<file path="config.mk">
export PLATFORM = sky130hd
export DESIGN_NAME = multi_channel_press_counter
export DESIGN_NICKNAME = d
export VERILOG_FILES = /design/src/rtl/multi_channel_press_counter.sv
export SDC_FILE = /design/constraint.sdc
export NUM_CORES = 1
export LEC_CHECK = 0
export ABC_CLOCK_PERIOD_IN_PS = 3950
export BUFFER_PORTS_ARGS = -buffer_cell sky130_fd_sc_hd__buf_2
export CELL_PAD_IN_SITES_DETAIL_PLACEMENT = 0
export CELL_PAD_IN_SITES_GLOBAL_PLACEMENT = 1
export CORE_MARGIN = 2
export CORE_UTILIZATION = 31
export DETAILED_ROUTE_END_ITERATION = 10
export GPL_ROUTABILITY_DRIVEN = 0
export HOLD_SLACK_MARGIN = 0.12
export PLACE_DENSITY = 0.69
export SYNTH_ARGS = -nofsm -noshare
export SYNTH_HDL_FRONTEND = slang
export SYNTH_SLANG_ARGS = --single-unit
export TNS_END_PERCENT = 10
</file>
<file path="constraint.sdc">
create_clock -name clk -period 3.95 [get_ports clk]
set_input_delay 0.5925 -clock clk [delete_from_list [all_inputs] [get_ports clk]]
set_output_delay 0.5925 -clock clk [all_outputs]
set_load 0.02 [all_outputs]
</file>
<file path="src/rtl/multi_channel_press_counter.sv">
// N independent up/down press counters, each scanned onto its own 7-segment display.
// Pins are registered: 1 cycle from count/digit-index change; no backpressure, every pulse is taken.
module multi_channel_press_counter #(
   parameter     MODE         = "HEX",
   parameter int NUM_SEGMENTS = 4,
   parameter int NUM_CHANNELS = 2,
   parameter int CLK_PER      = 10,
   parameter int REFR_RATE    = 1000,
   parameter bit SATURATE     = 1'b0,
   parameter bit BLANK_LZ     = 1'b1
) (
   input  logic                                       clk,
   input  logic                                       CPU_RESETN,
   input  logic [NUM_CHANNELS-1:0]                    btn_up,
   input  logic [NUM_CHANNELS-1:0]                    btn_down,
   input  logic [NUM_CHANNELS-1:0]                    clear,
   output logic [NUM_CHANNELS-1:0]                    overflow,
   output logic [NUM_CHANNELS-1:0][NUM_SEGMENTS-1:0]  anode,
   output logic [NUM_CHANNELS-1:0][7:0]               cathode
);

   localparam bit     IS_DEC      = (MODE == "DEC");
   localparam int     W           = 4 * NUM_SEGMENTS;
   localparam longint SCAN_RAW    = 64'd1_000_000_000 /
                                    (longint'(CLK_PER) * longint'(REFR_RATE) * longint'(NUM_SEGMENTS));
   localparam int     SCAN_CYCLES = (SCAN_RAW < 1) ? 1 : int'(SCAN_RAW);
   localparam int     SW          = (SCAN_CYCLES > 1) ? $clog2(SCAN_CYCLES) : 1;
   localparam int     IW          = (NUM_SEGMENTS > 1) ? $clog2(NUM_SEGMENTS) : 1;
   localparam logic [W-1:0] MAXV  = IS_DEC ? {NUM_SEGMENTS{4'h9}} : {W{1'b1}};

   logic [NUM_CHANNELS-1:0][W-1:0]            count_q, count_d;
   logic [NUM_CHANNELS-1:0]                   up_q, dn_q, ovf_q, ovf_d;
   logic [SW-1:0]                             scan_q, scan_d;
   logic [IW-1:0]                             idx_q, idx_d;
   logic [NUM_CHANNELS-1:0][NUM_SEGMENTS-1:0] anode_q, anode_d;
   logic [NUM_CHANNELS-1:0][7:0]              cathode_q, cathode_d;

   // Step one unit in either binary or BCD (ripple carry/borrow across nibbles).
   function automatic logic [W-1:0] bump(input logic [W-1:0] v, input logic up);
      logic [W-1:0] r;
      logic         c;
      r = v;
      c = 1'b1;
      if (!IS_DEC) begin
         r = up ? v + W'(1) : v - W'(1);
      end else begin
         for (int i = 0; i < NUM_SEGMENTS; i++) begin
            if (c) begin
               if (up) begin
                  if (v[4*i +: 4] == 4'd9) r[4*i +: 4] = 4'd0;
                  else begin r[4*i +: 4] = v[4*i +: 4] + 4'd1; c = 1'b0; end
               end else begin
                  if (v[4*i +: 4] == 4'd0) r[4*i +: 4] = 4'd9;
                  else begin r[4*i +: 4] = v[4*i +: 4] - 4'd1; c = 1'b0; end
               end
            end
         end
      end
      return r;
   endfunction

   function automatic logic [7:0] seg7(input logic [3:0] d);
      case (d)
         4'h0: seg7 = 8'hC0;  4'h1: seg7 = 8'hF9;  4'h2: seg7 = 8'hA4;  4'h3: seg7 = 8'hB0;
         4'h4: seg7 = 8'h99;  4'h5: seg7 = 8'h92;  4'h6: seg7 = 8'h82;  4'h7: seg7 = 8'hF8;
         4'h8: seg7 = 8'h80;  4'h9: seg7 = 8'h90;  4'hA: seg7 = 8'h88;  4'hB: seg7 = 8'h83;
         4'hC: seg7 = 8'hC6;  4'hD: seg7 = 8'hA1;  4'hE: seg7 = 8'h86;  default: seg7 = 8'h8E;
      endcase
   endfunction

   always_comb begin
      logic up_p, dn_p;
      count_d = count_q;
      ovf_d   = ovf_q;
      for (int ch = 0; ch < NUM_CHANNELS; ch++) begin
         up_p = btn_up[ch]   & ~up_q[ch];
         dn_p = btn_down[ch] & ~dn_q[ch];
         if (clear[ch]) begin
            count_d[ch] = '0;
            ovf_d[ch]   = 1'b0;
         end else if (up_p && dn_p) begin
            count_d[ch] = count_q[ch];
         end else if (up_p) begin
            if (count_q[ch] == MAXV) begin
               ovf_d[ch]   = 1'b1;
               count_d[ch] = SATURATE ? MAXV : '0;
            end else begin
               count_d[ch] = bump(count_q[ch], 1'b1);
            end
         end else if (dn_p) begin
            if (count_q[ch] == '0) begin
               ovf_d[ch]   = 1'b1;
               count_d[ch] = SATURATE ? '0 : MAXV;
            end else begin
               count_d[ch] = bump(count_q[ch], 1'b0);
            end
         end
      end
   end

   always_comb begin
      scan_d = scan_q + SW'(1);
      idx_d  = idx_q;
      if (scan_q == SW'(SCAN_CYCLES - 1)) begin
         scan_d = '0;
         idx_d  = (idx_q == IW'(NUM_SEGMENTS - 1)) ? '0 : idx_q + IW'(1);
      end
   end

   // All channels share the digit index; a blanked digit keeps its anode driven.
   always_comb begin
      logic [7:0] seg;
      logic       blank;
      anode_d   = '1;
      cathode_d = '1;
      for (int ch = 0; ch < NUM_CHANNELS; ch++) begin
         blank = BLANK_LZ && (idx_q != '0) && ((count_q[ch] >> (4 * idx_q)) == '0);
         seg   = blank ? 8'hFF : seg7(count_q[ch][4*idx_q +: 4]);
         if (ovf_q[ch] && (idx_q == IW'(NUM_SEGMENTS - 1))) seg[7] = 1'b0;
         anode_d[ch]   = ~(NUM_SEGMENTS'(1) << idx_q);
         cathode_d[ch] = seg;
      end
   end

   always_ff @(posedge clk or negedge CPU_RESETN) begin
      if (!CPU_RESETN) begin
         count_q   <= '0;
         up_q      <= '0;
         dn_q      <= '0;
         ovf_q     <= '0;
         scan_q    <= '0;
         idx_q     <= '0;
         anode_q   <= '1;
         cathode_q <= '1;
      end else begin
         count_q   <= count_d;
         up_q      <= btn_up;
         dn_q      <= btn_down;
         ovf_q     <= ovf_d;
         scan_q    <= scan_d;
         idx_q     <= idx_d;
         anode_q   <= anode_d;
         cathode_q <= cathode_d;
      end
   end

   assign overflow = ovf_q;
   assign anode    = anode_q;
   assign cathode  = cathode_q;

endmodule

</file>
==> metrics.md <==
| Metric | Value |
|---|---|
| Final hold vios | 0 |
| Diodes inserted | 0 |
| Placed Cells | 810 |
| Compound-Gate Fraction of Synth Area | 0.192 |
| GRT met2 Usage | 0.249 |
| Worst skew pair latency | 0.35 ns |
| DIE WIDTH | 135 um |
| CP delay by family, top | simple AND/OR/NAND/NOR gates |
| CP arrival | 3.02 ns |
| Post-CTS Setup Inserts | 0 |
| Synthesized cell area | 0.00529 mm2 |
| HP Class | in2reg |
| Clock-pin slew on the worst setup and hold paths | 0.06 ns |
| Die footprint | 0.0181 mm2 |
| Antenna viol nets, final | 0 |
| Mux share of post-synthesis cell area | 0.0547 |
| Synth Register Bits | 75 |
| Max-Cap Viols | 0 |
| CTS root buf | clkbuf_16 |
| Ys async rst share | 1.00 |
| R2R Setup Slk | 1.18 ns |
| Critical path startpoint | count_q[4]$_DFFE_PN0P_ |
| Pin count of the biggest net entering global routing | 76 |
| Hold_buf cts | 0 |
| Share of cells above drive strength 1 | 0.155 |
| Global-route wire length before repair | 23.7 mm |
| Worst hold slack | 0.368 ns |
| Grt met1 use | 0.227 |
| CTS tree | built |
| Routed len/inst | 17.2 um |
| Sequential area share after synthesis | 0.360 |
| Slew Limit Fails | 0 |
| # IOs | 34 |
| Placed standard-cell area | 0.00552 mm2 |
| Syn Inst Count | 603 |
| Worst-path fanout max | 16 |
| Most frequent cells in the layout | 55 x dfrtp_1, 53 x nor2_1, 44 x nand2_1 |
| Vias in the first global route | 4565 |
| PwrDens | 482 mW/mm2 |
| Finished Core Util | 0.350 |
| Clk_skew | 0.00687 ns |
| Mapped Avg Cell Area | 8.76 um2 |
| Final setup TNS | 0 ns |
| Core ar. | 0.0166 mm2 |
| Initial core utilization | 0.318 |
| Adder-cell share of the synthesized area | 0.0497 |
| Post-synth top flop | dfrtp_1 |
| Area grow syn2layout | 10.2% |
| Largest family of logic cells by synthesized area | simple AND/OR/NAND/NOR gates |
| Post-route clock period utilization | 0.701 |
| Synth Area in XOR/XNOR | 0.0398 |
| Status | finished clean |
| Residual DRC | 0 |
| Setup violators final | 0 |
| Initial antenna violation count | 0 |
| Initial DRC count | 563 |
| FF-to-FF Start | count_q[4]$_DFFE_PN0P_ |
| CTS resizes | 0 |
| Number of enable flip-flop cells after synthesis | 0 |
| Post-Synth Simple-Gate Area | 0.244 |
| # rows | 47 |
| Max clock buf depth | 2 |
| CP max stage delay | 0.75 ns |
| Fmax | 361 MHz |
| Worst path slowest cell | nor4_2 |
| Total gr overflow | 0 |
| Layer with the highest usage | met2 |
| RSZ-0062 raised after global routing | false |
| Most common cell after layout, fill and taps aside | dfrtp_1 |
| Total Routed Length | 14.2 mm |
| Post-route cell area | 0.00582 mm2 |
| Crit Path Category | reg2reg |
| Critical path, cell by cell | nor4_2 -> nand4_1 -> a31oi_1 -> o21ai_0 -> a211oi_1 |
| Met3 GRT Util | 0.0454 |
| Post-synth cell types | 67 |
| Nets@finish | 630 |
| Port Buffer Count | 33 |
| Hold path start | btn_down[1] |
| DR vias | 4681 |
| Yosys warns | 0 |
| P_leak | 2.32 nW |
| Tot GR Track Use | 0.165 |
| DP Wirelength | 9.89 mm |
| CP Data Required Time | 4.20 ns |
| Via/cell ratio | 5.67 |
| Crit end category | flop |
| Post-Syn Nets | 632 |
| Max_slew headroom | 0.238 |
| Drt first pass iters | 5 |
| Die height | 135 um |
| Slew @ Worst Pin | 1.14 ns |
| CTS sink count | 75 |
| Crit path buf inv count | 0 |
| Non-Filler Instances | 826 |
| CP startpoint kind | flop |
| Peak supply drop | 0.235 mV |
| H-tree levels | 3 |
| Num CTS Buffers | 9 |
| Tmin final | 2.77 ns |
==> cell usage after synthesis (all sizes together), types with 14 or more instances <==
master,count,area [um2]
o21ai,36,184
dfrtp,55,1380
nand4,16,113
ha,21,263
inv,22,82.6
nor4,14,106
nor2,53,199
nand2b,16,100
clkbuf,26,98.8
nand2,44,165
nand3,33,165
buf,23,133
dfstp,20,526
a21oi,35,175
==> final cells by class <==
| class | instances | area (um2) |
|---|---|---|
| Fill cell | 1705 | 10800 |
| Multi-Input combinational cell | 457 | 3070 |
| Sequential cell | 75 | 1900 |
| Tap cell | 220 | 275 |
| Clock buffer | 11 | 243 |
| Timing Repair Buffer | 36 | 190 |
| Inverter | 22 | 82.6 |
| Clock inverter | 5 | 62.6 |
==> logic make-up after synthesis <==
group,Yosys count
muxes,18
AOI/OAI and AO/OA,154
and+or+nand+nor,240
adders and majority gates,21
DFF,75
xor gates and xnor gates,24
buffers and inverters,71
==> per-layer routing <==
| layer | vias to the layer above | wire length [um] | part of all wire |
|---|---|---|---|
| met2 | 191 | 6310 | 0.44 |
| li1 | 2218 | - | - |
| met1 | 2246 | 6600 | 0.46 |
| met3 | 26 | 1010 | 0.071 |
| met5 | - | 0 | 0 |
| met4 | 0 | 287 | 0.020 |
==> where the power goes <==
part,leakage [nW],switching (mW),internal [mW]
clock,0.142,0.347,0.509
sequential,0.935,0.195,0.884
combinational,1.25,0.531,0.342
total,2.32,1.07,1.73
==> stage by stage <==
step | setup WS, ns | total power, mW
after global placement | 1.38 | 1.94
after detailed placement | 1.27 | 1.94
after global routing | 1.03 | 2.97
after CTS | 1.26 | 2.81
after floorplan | 1.89 | 1.72
final | 1.18 | 2.81
==> sequential cells by signal (all words and copies together) (netlist names) <==
name      count
scan_q       15
anode         4
idx_q         2
cathode      16
overflow      2
dn_q          2
up_q          2
count_q      32
==> path summary, 6_finish.rpt <==
kind,cells after the start,end
max,5,count_q[12]$_DFFE_PN0P_
min,1,dn_q[1]$_DFF_PN0_
max reg2reg,5,count_q[12]$_DFFE_PN0P_
min reg2reg,1,scan_q[0]$_DFF_PN0_
max in group asynchronous,1,dn_q[0]$_DFF_PN0_
min in group asynchronous,1,count_q[3]$_DFFE_PN0P_
No activity file was read; power rests on OpenSTA's default activity.
